<file path="config.mk">
export PLATFORM = sky130hd
export DESIGN_NAME = mem_arbiter
export DESIGN_NICKNAME = d
export VERILOG_FILES = /design/src/rtl/conf.sv /design/src/rtl/mem_arb_pkg.sv /design/src/rtl/mem_arb_rr_picker.sv /design/src/rtl/mem_arbiter.sv
export SDC_FILE = /design/constraint.sdc
export NUM_CORES = 1
export LEC_CHECK = 0
export ABC_CLOCK_PERIOD_IN_PS = 2200
export CAP_MARGIN = 20
export CORE_ASPECT_RATIO = 0.9
export CORE_MARGIN = 4
export CORE_UTILIZATION = 35
export DETAILED_ROUTE_END_ITERATION = 12
export PLACE_DENSITY_LB_ADDON = 0.15
export SYNTH_ARGS = -nofsm -noshare
export SYNTH_HDL_FRONTEND = slang
export SYNTH_SLANG_ARGS = --single-unit
</file>
<file path="constraint.sdc">
create_clock -name clock -period 2.2 [get_ports clock]
set_clock_uncertainty 0.1 [all_clocks]
set_input_delay 0.44 -clock clock [delete_from_list [all_inputs] [get_ports clock]]
set_output_delay 0.44 -clock clock [all_outputs]
set_load 0.03 [all_outputs]
</file>
<file path="src/rtl/conf.sv">
// Project-wide build configuration shared by the CPU core and its memory-side blocks.
// ARCH_SIZE is the address width of the memory port.
`ifndef ARCH_SIZE
`define ARCH_SIZE 16
`endif

</file>
<file path="src/rtl/mem_arb_pkg.sv">
// mem_arb_pkg: shared types and constants for the two-requester memory arbiter.
// ARCH_SIZE normally comes from conf.sv; the guarded fallback keeps this package
// self-contained when it is compiled before conf.sv.
`ifndef ARCH_SIZE
`define ARCH_SIZE 16
`endif

package mem_arb_pkg;

    localparam int ARCH_W = `ARCH_SIZE;
    localparam int MEM_ARB_DEFAULT_TIMEOUT = 16;

    typedef enum logic [1:0] {
        ARB_IDLE = 2'd0,
        ARB_WAIT = 2'd1,
        ARB_DONE = 2'd2
    } arb_state_e;

    // Index of a requester: 0 = instruction fetch, 1 = load/store.
    typedef logic req_idx_t;

    function automatic logic [1:0] idx_to_onehot(input req_idx_t idx);
        return idx ? 2'b10 : 2'b01;
    endfunction

endpackage

</file>
<file path="src/rtl/mem_arb_rr_picker.sv">
// mem_arb_rr_picker: combinational round-robin choice between two requesters.
// When both request, the one that was not served last wins.
module mem_arb_rr_picker
    import mem_arb_pkg::*;
(
    input  logic [1:0] req,
    input  req_idx_t   last,
    output logic       valid,
    output req_idx_t   winner
);

    // Single requester wins outright; a tie goes to the requester other than last.
    always_comb begin
        valid  = |req;
        winner = (req == 2'b11) ? ~last : req[1];
    end

endmodule

</file>
<file path="src/rtl/mem_arbiter.sv">
// mem_arbiter: shares one memory port between instruction fetch (requester 0)
// and load/store (requester 1). Requests are held levels; one transaction runs
// at a time through IDLE -> WAIT -> DONE, and every output is a flop.
// Optional feature macro: MEM_ARB_TIMEOUT_EN (abort a WAIT that lasts
// TIMEOUT_CYCLES cycles, reporting err = 1 with done).
//
// Memory handshake: mem_read/mem_write, mem_address and mem_write_value are
// presented together and held unchanged until mem_ready is sampled high on a
// rising edge; that edge completes the access, and mem_read_value is taken on it.
module mem_arbiter
    import mem_arb_pkg::*;
#(
    parameter int TIMEOUT_CYCLES = MEM_ARB_DEFAULT_TIMEOUT
) (
    input  logic              clock,
    input  logic              reset,
    input  logic [1:0]        req,
    input  logic [1:0]        req_write,
    input  logic [ARCH_W-1:0] req_address0,
    input  logic [ARCH_W-1:0] req_address1,
    input  logic [7:0]        req_wdata0,
    input  logic [7:0]        req_wdata1,
    output logic [1:0]        done,
    output logic              err,
    output logic [7:0]        rdata,
    output logic [1:0]        grant,
    output logic [ARCH_W-1:0] mem_address,
    output logic              mem_read,
    output logic              mem_write,
    output logic [7:0]        mem_write_value,
    input  logic [7:0]        mem_read_value,
    input  logic              mem_ready,
    output arb_state_e        dbg_state
);

    arb_state_e        state_q, state_d;
    logic [1:0]        grant_q, grant_d;
    logic [1:0]        done_q, done_d;
    logic              err_q, err_d;
    logic [7:0]        rdata_q, rdata_d;
    logic [ARCH_W-1:0] addr_q, addr_d;
    logic [7:0]        wdata_q, wdata_d;
    logic              rd_q, rd_d;
    logic              wr_q, wr_d;
    req_idx_t          last_q, last_d;

    logic              pick_valid;
    req_idx_t          pick_winner;

    mem_arb_rr_picker u_picker (
        .req    (req),
        .last   (last_q),
        .valid  (pick_valid),
        .winner (pick_winner)
    );

`ifdef MEM_ARB_TIMEOUT_EN
    localparam int CNT_W = $clog2(TIMEOUT_CYCLES + 1);
    logic [CNT_W-1:0] cnt_q, cnt_d;
    logic             timeout_hit;

    // Count WAIT cycles; the counter sits at zero outside WAIT so it is clear on entry.
    always_comb begin
        cnt_d       = (state_q == ARB_WAIT) ? cnt_q + 1'b1 : '0;
        timeout_hit = (state_q == ARB_WAIT) && (cnt_q == CNT_W'(TIMEOUT_CYCLES - 1));
    end

    // Timeout counter register.
    always_ff @(posedge clock) begin
        if (reset) cnt_q <= '0;
        else       cnt_q <= cnt_d;
    end
`else
    logic unused_timeout_cfg;
    assign unused_timeout_cfg = (TIMEOUT_CYCLES > 0);
`endif

    // Next-state and output decode for the IDLE/WAIT/DONE sequence.
    always_comb begin
        state_d = state_q;
        grant_d = grant_q;
        done_d  = 2'b00;
        err_d   = 1'b0;
        rdata_d = rdata_q;
        addr_d  = addr_q;
        wdata_d = wdata_q;
        rd_d    = rd_q;
        wr_d    = wr_q;
        last_d  = last_q;
        case (state_q)
            ARB_IDLE: begin
                if (pick_valid) begin
                    grant_d = idx_to_onehot(pick_winner);
                    addr_d  = pick_winner ? req_address1 : req_address0;
                    wdata_d = pick_winner ? req_wdata1 : req_wdata0;
                    rd_d    = ~req_write[pick_winner];
                    wr_d    = req_write[pick_winner];
                    state_d = ARB_WAIT;
                end
            end
            ARB_WAIT: begin
                if (mem_ready) begin
                    rd_d    = 1'b0;
                    wr_d    = 1'b0;
                    if (rd_q) rdata_d = mem_read_value;
                    done_d  = grant_q;
                    last_d  = grant_q[1];
                    state_d = ARB_DONE;
                end
`ifdef MEM_ARB_TIMEOUT_EN
                else if (timeout_hit) begin
                    rd_d    = 1'b0;
                    wr_d    = 1'b0;
                    rdata_d = 8'h00;
                    done_d  = grant_q;
                    err_d   = 1'b1;
                    last_d  = grant_q[1];
                    state_d = ARB_DONE;
                end
`endif
            end
            ARB_DONE: begin
                // done is high only in this state; requests are not looked at here.
                grant_d = 2'b00;
                state_d = ARB_IDLE;
            end
            default: begin
                grant_d = 2'b00;
                rd_d    = 1'b0;
                wr_d    = 1'b0;
                state_d = ARB_IDLE;
            end
        endcase
    end

    // State and output registers; reset abandons any in-flight access.
    always_ff @(posedge clock) begin
        if (reset) begin
            state_q <= ARB_IDLE;
            grant_q <= 2'b00;
            done_q  <= 2'b00;
            err_q   <= 1'b0;
            rdata_q <= 8'h00;
            addr_q  <= '0;
            wdata_q <= 8'h00;
            rd_q    <= 1'b0;
            wr_q    <= 1'b0;
            last_q  <= 1'b1;
        end else begin
            state_q <= state_d;
            grant_q <= grant_d;
            done_q  <= done_d;
            err_q   <= err_d;
            rdata_q <= rdata_d;
            addr_q  <= addr_d;
            wdata_q <= wdata_d;
            rd_q    <= rd_d;
            wr_q    <= wr_d;
            last_q  <= last_d;
        end
    end

    assign done            = done_q;
    assign err             = err_q;
    assign rdata           = rdata_q;
    assign grant           = grant_q;
    assign mem_address     = addr_q;
    assign mem_read        = rd_q;
    assign mem_write       = wr_q;
    assign mem_write_value = wdata_q;
    assign dbg_state       = state_q;

endmodule

</file>
==> results of run 1 <==
-- logic make-up after synthesis --
family | count (synthesis) | synth area share, %
and+or+nand+nor | 60 | 17.4
muxes | 5 | 3.17
DFF | 41 | 49.5
AOI/OAI and AO/OA | 61 | 23.3
buffers and inverters | 15 | 6.34
other | 1 | 0.226
-- state kept, by name, summed over array words and instances (netlist names) --
| register | count |
|---|---|
| dbg_state | 2 |
| mem_write_value | 8 |
| mem_read | 1 |
| mem_write | 1 |
| mem_address | 16 |
| done | 2 |
| grant | 2 |
| rdata | 8 |
| last_q | 1 |
-- layer usage --
metal  up-vias  global-route usage, %
met3         7                   5.15
met2        57                   26.7
met5         -                      0
met1       764                   22.6
met4         0                   6.75
li1        833                      -
-- worst max-delay path by stage --
stage          slack [ps]  cells past startpoint         endpoint
5_1_grt                90                      1     dbg_state[0]
3_3_place_gp          210                      5  mem_address[15]
3_5_place_dp          180                      5  mem_address[15]
2_1_floorplan         690                      5         rdata[5]
4_1_cts               130                      1     dbg_state[0]
6_report              150                      1     dbg_state[0]
-- layout make-up --
| cell class | count | area (µm²) |
|---|---|---|
| clock buffer | 7 | 86.3 |
| clock inverter | 1 | 30.0 |
| fill | 417 | 1700 |
| inverter | 3 | 11.3 |
| multi-input combinational | 127 | 732 |
| sequential | 41 | 821 |
| tap | 62 | 77.6 |
| timing repair buffer | 106 | 1060 |
-- synthesized netlist by cell type --
cell,number
a211o_1,1
a211oi_1,1
a21boi_4,1
a21oi_1,32
a22oi_1,23
and2_1,2
and2_4,1
and3_4,1
and3b_1,1
buf_4,3
buf_6,5
clkbuf_1,4
conb_1,1
dfxtp_1,41
inv_1,3
mux2_2,2
mux2i_1,3
nand2_1,41
nand2b_1,3
nand3_1,1
nand3b_4,1
nor2_1,3
nor2_2,2
nor2b_1,1
nor3_1,1
o21ai_0,2
o21ai_2,1
or2_2,1
or3b_2,1
-- power by group --
part	internal [mW]	switching [mW]
Combinational	0.259	0.247
Clock	0.370	0.246
Sequential	0.795	0.0320
Total	1.42	0.526
-- worst register-to-register path, stage by stage (launching register included) --
cell and delay [ps]:
dfxtp_1 380, nor2_2 200, o21ai_2 150, buf_12 190, a22oi_1 190, a21oi_1 80
-- through the flow --
stage               worst slack [ps]  cell area, µm²  cells
detailed placement               178            2710    339
floorplan                        690            1660    183
global placement                 215            2710    339
global route                    86.2            2820    347
CTS                              127            2820    347
finish                           151            2820    347
==> reports/qor.yml, run 1 <==
run_status: "finished, final reports clean"
drt_wl_total_mm: 4.96
grt-ovfl-total: 0
clock_sinks: 41
wl_per_cell_um: 14.3
critPathMaxFanout: 7
drcViolationCount: 0
peakVddDrop_mv: 0.504
syn_area_per_cell_um2: 9.06
grt_pass1_vias: 1630
cp-end-kind: "output port"
wl_met3_um: 423
drv_slew: 0
start_kind: "flop"
routabilityCongestion: 0.765
worstPathCellList: "clkdlybuf4s50_1"
layout_commonest_cell: "clkdlybuf4s50_1"
crit_type: "flop to output port"
fin_util_pct: 62.4
powerDensity_mw_per_mm2: 691
start_util_pct: 36.7
hpwl_mm: 3.64
fmax_mhz: 488
fp-row-count: 23
max_stage_delay_ps: 740
dieArea_mm2: 0.00590
rsz0062_at_grt: "false"
die_x_um: 80.5
synth_top_area_share_pct: 49.5
tns_ps: 0
post_cts_resized: 0
yosys-top-cells-area: "dfxtp_1 50%, a22oi_1 10%, a21oi_1 9.7%, nand2_1 9.3%, buf_6 3.4%"
critPathSlowestCell: "clkdlybuf4s50_1"
layout_common_cells: "102 x clkdlybuf4s50_1, 41 x nand2_1, 41 x dfxtp_1"
fin_crit_sh_pct: 93.1
setup_violations: 0
clock_insertion_delay_worst_skew_ps: 290
antenna_found_initial: 0
h-tree-depth: 2
crit_start: "dbg_state[0]"
r2r_setup_slack_ps: 790
m1WireLength_mm: 2.20
rr_endpoint: "mem_address[12]"
syn-cell-area_mm2: 0.00166
critPathArrivalTime_ps: 1510
cp_top_family: "buffers and inverters"
whs_ps: 359
grt_max_degree: 23
synth_cells: 183
yosysSeqAreaShare_pct: 49.5
clockRootBuffer: "clkbuf_8"
die-height_um: 73.3
fin_crit_ps: 2050
routed.top_layer: "met4"
mappedNetlistNets: 246
path_clk_slew_ps: 70
antennaDiodeCount: 0
vias: 1661
tritoncts: "built"
maxCapViolations: 0
grt_usage_pct: 17.3
hold_start: "rdata[5]"
hp-class: "flop to flop"
power_mw: 1.95
ys_ff_latch: 41
io_pins: 104
grt_first_pass_wirelength_mm: 7.89
hold_path_end: "rdata[5]"
final_antenna_net_count: 0
nets: 347
r2r_start: "dbg_state[1]"
coreArea_mm2: 0.00452
met2_length_mm: 2.24
yosysWarnings: 0
crit_required_ps: 1660
drt_iter0_drc: 91
clockBufferDepth: 2
yosys.area.top_type: "dfxtp_1"
synthDistinctLibCells: 29
dr.pass1.iters: 4
hold_buffers: 0
portBuffers: 102
cts-buffers-inserted: 5
post-cts-setup-buffers: 0
syn_to_final_growth_pct: 70.2
drt-vias-per-instance: 4.79
hold_depth: 2
final_hold_viol_count: 0
ff2ff_path_depth: 5
final_layout_size_suffix_gt1_share_pct: 7.72
critPathBufInv: 1
p_leak_nw: 1.04
Power figures use the tool's default switching activity.
==> inputs of run 2 (changes only) <==
--- a/config.mk
+++ b/config.mk
@@ -5,6 +5,7 @@
 export SDC_FILE = /design/constraint.sdc
 export NUM_CORES = 1
 export LEC_CHECK = 0
+export ABC_AREA = 1
 export ABC_CLOCK_PERIOD_IN_PS = 2200
 export CAP_MARGIN = 20
 export CORE_ASPECT_RATIO = 0.9
==> run 2 against run 1 <==
  * Flip-flop and latch count did not move
  * Non-clock buffer count rose by 5
  * Synthesized area rose by 18%
  * Critical endpoint unchanged
  * Via count rose by 23%
  * Die area rose by 16%
  * Register-to-register slack got worse by 130 ps
  * Highest routed layer unchanged
  * Fmax rose by 5.9%
  * Combinational power rose by 20%
  * Critical path depth did not move
  * Sequential share of layout area fell by 2.6 points
  * Cell count rose by 26%
==> reports/qor.yml, run 2 <==
run_status: "finished, final reports clean"
top_usage_layer: "met2"
synth_cells: 269
mappedNetlistNets: 332
start_kind: "flop"
dieArea_mm2: 0.00687
rsz0062_at_grt: "false"
cts-buffers-inserted: 5
clockBufferDepth: 2
clock_insertion_delay_worst_skew_ps: 280
layout_commonest_cell: "nand2_1"
clockRootBuffer: "clkbuf_8"
fin_crit_sh_pct: 87.9
grt_pass1_vias: 1946
crit_required_ps: 1660
syn-cell-area_mm2: 0.00196
layout_common_cells: "105 x nand2_1, 101 x clkdlybuf4s50_1, 41 x dfxtp_1"
synth-edff-count: 0
tritoncts: "built"
drt_wl_total_mm: 5.66
peakVddDrop_mv: 0.363
nets: 433
use_met1_pct: 21.0
critPathArrivalTime_ps: 1390
syn_to_final_growth_pct: 58.2
ys_ff_latch: 41
critPathSlowestCell: "clkdlybuf4s50_1"
fp-row-count: 25
post-cts-setup-buffers: 0
hpwl_mm: 4.30
cp_top_family: "buffers and inverters"
synthDistinctLibCells: 25
path_clk_slew_ps: 80
coreArea_mm2: 0.00535
drt-vias-per-instance: 4.68
yosysSeqAreaShare_pct: 41.8
grt_usage_pct: 16.4
routabilityCongestion: 0.753
max_stage_delay_ps: 710
drv_slew: 0
antennaDiodeCount: 0
crit_type: "flop to output port"
dr.pass1.iters: 4
syn_area_per_cell_um2: 7.29
largest_register_ffs: 16
synth_commonest_cells: "105 x nand2_1, 41 x dfxtp_1, 27 x nand3_1, 19 x a21oi_2, 13 x nor2_1"
fin_crit_ps: 1930
p_leak_nw: 1.27
whs_ps: 370
grt_first_pass_wirelength_mm: 9.01
drcViolationCount: 0
synth_top_area_share_pct: 41.8
clock_sinks: 41
yosys-top-cells-area: "dfxtp_1 42%, nand2_1 20%, a21oi_2 8.5%, nand3_1 6.9%, buf_6 2.9%"
cp-end-kind: "output port"
tns_ps: 0
wl_per_cell_um: 12.9
post_cts_resized: 0
drt_iter0_drc: 50
ys_async_sr_fraction_pct: 0
hp-class: "flop to flop"
start_util_pct: 36.7
die-height_um: 79.0
fmax_mhz: 517
grt-ovfl-total: 0
synth_flop_cell: "dfxtp_1"
grt_use_met2_pct: 26.3
portBuffers: 102
final_antenna_net_count: 0
hold_buffers: 0
h-tree-depth: 2
critPathBufInv: 1
use_met3_pct: 5.50
post-synth-top-count-cell: "nand2_1"
final_hold_viol_count: 0
vias: 2049
yosys.area.top_type: "dfxtp_1"
yosysWarnings: 0
setup_violations: 0
powerDensity_mw_per_mm2: 615
critPathMaxFanout: 6
grt_max_degree: 27
die_x_um: 86.9
antenna_found_initial: 0
io_pins: 104
power_mw: 1.91
maxCapViolations: 0
worstPathCellList: "clkdlybuf4s50_1"
final_layout_size_suffix_gt1_share_pct: 11.6
==> run 2: changes by cell type after synthesis, sizes merged, moves of 7 or more <==
cell	before	now
nor3	1	9
a22oi	23	0
buf	8	15
nor2	5	15
nand3	1	28
nand2	41	107
o21ai	3	10
==> run 2: worst reg2reg max path: stages (launching register included) <==
cell     delay (ps)
dfxtp_1         340
inv_1           110
nand2_1         240
nor2_1          430
o21ai_0         140
nor2_1          110
==> run 2: layer usage <==
metal / vias to the layer above / wire (µm)
li1: 1069 / -
met1: 904 / 2480
met2: 70 / 2600
met3: 6 / 510
met4: 0 / 74
met5: - / 0
==> run 2: worst paths after layout <==
kind                            from            endpoint  slack, ps  cells after the start
setup / recovery        dbg_state[0]        dbg_state[0]        270                      1
hold / removal    mem_write_value[4]  mem_write_value[4]        370                      2
setup reg to reg        dbg_state[1]            rdata[7]        660                      5
hold reg to reg   mem_write_value[4]  mem_write_value[4]        370                      2
==> run 2: report_power, final <==
part           leakage, nW  total (mW)  switching (mW)  internal [mW]
logic                0.890       0.609           0.327          0.282
registers            0.336       0.829          0.0310          0.798
clock network       0.0450       0.470           0.249          0.220
==> run 2: final cells by class <==
type / instances / area, µm²
Clock buffer: 6 / 72.6
Clock inverter: 2 / 10.0
Fill cell: 543 / 2250
Inverter: 8 / 30.0
Multi-Input combinational cell: 203 / 990
Sequential cell: 41 / 821
Tap cell: 67 / 83.8
Timing Repair Buffer: 111 / 1100
==> run 2: cells by family after synthesis <==
kind of cell	Yosys count	synth area share (%)
AOI/OAI and AO/OA	39	14.4
buffers and inverters	25	7.72
DFF	41	41.8
other	1	0.191
and+or+nand+nor	163	35.8
==> run 2: metrics by stage <==
stage               area, µm²  util, %  setup slack (ps)  std cells
CTS                      3100     58.0               252        438
global placement         3020     56.5               232        430
global route             3100     58.0               197        438
detailed placement       3020     56.5               176        430
floorplan                1960        -               840        269
finish                   3100     58.0               266        438
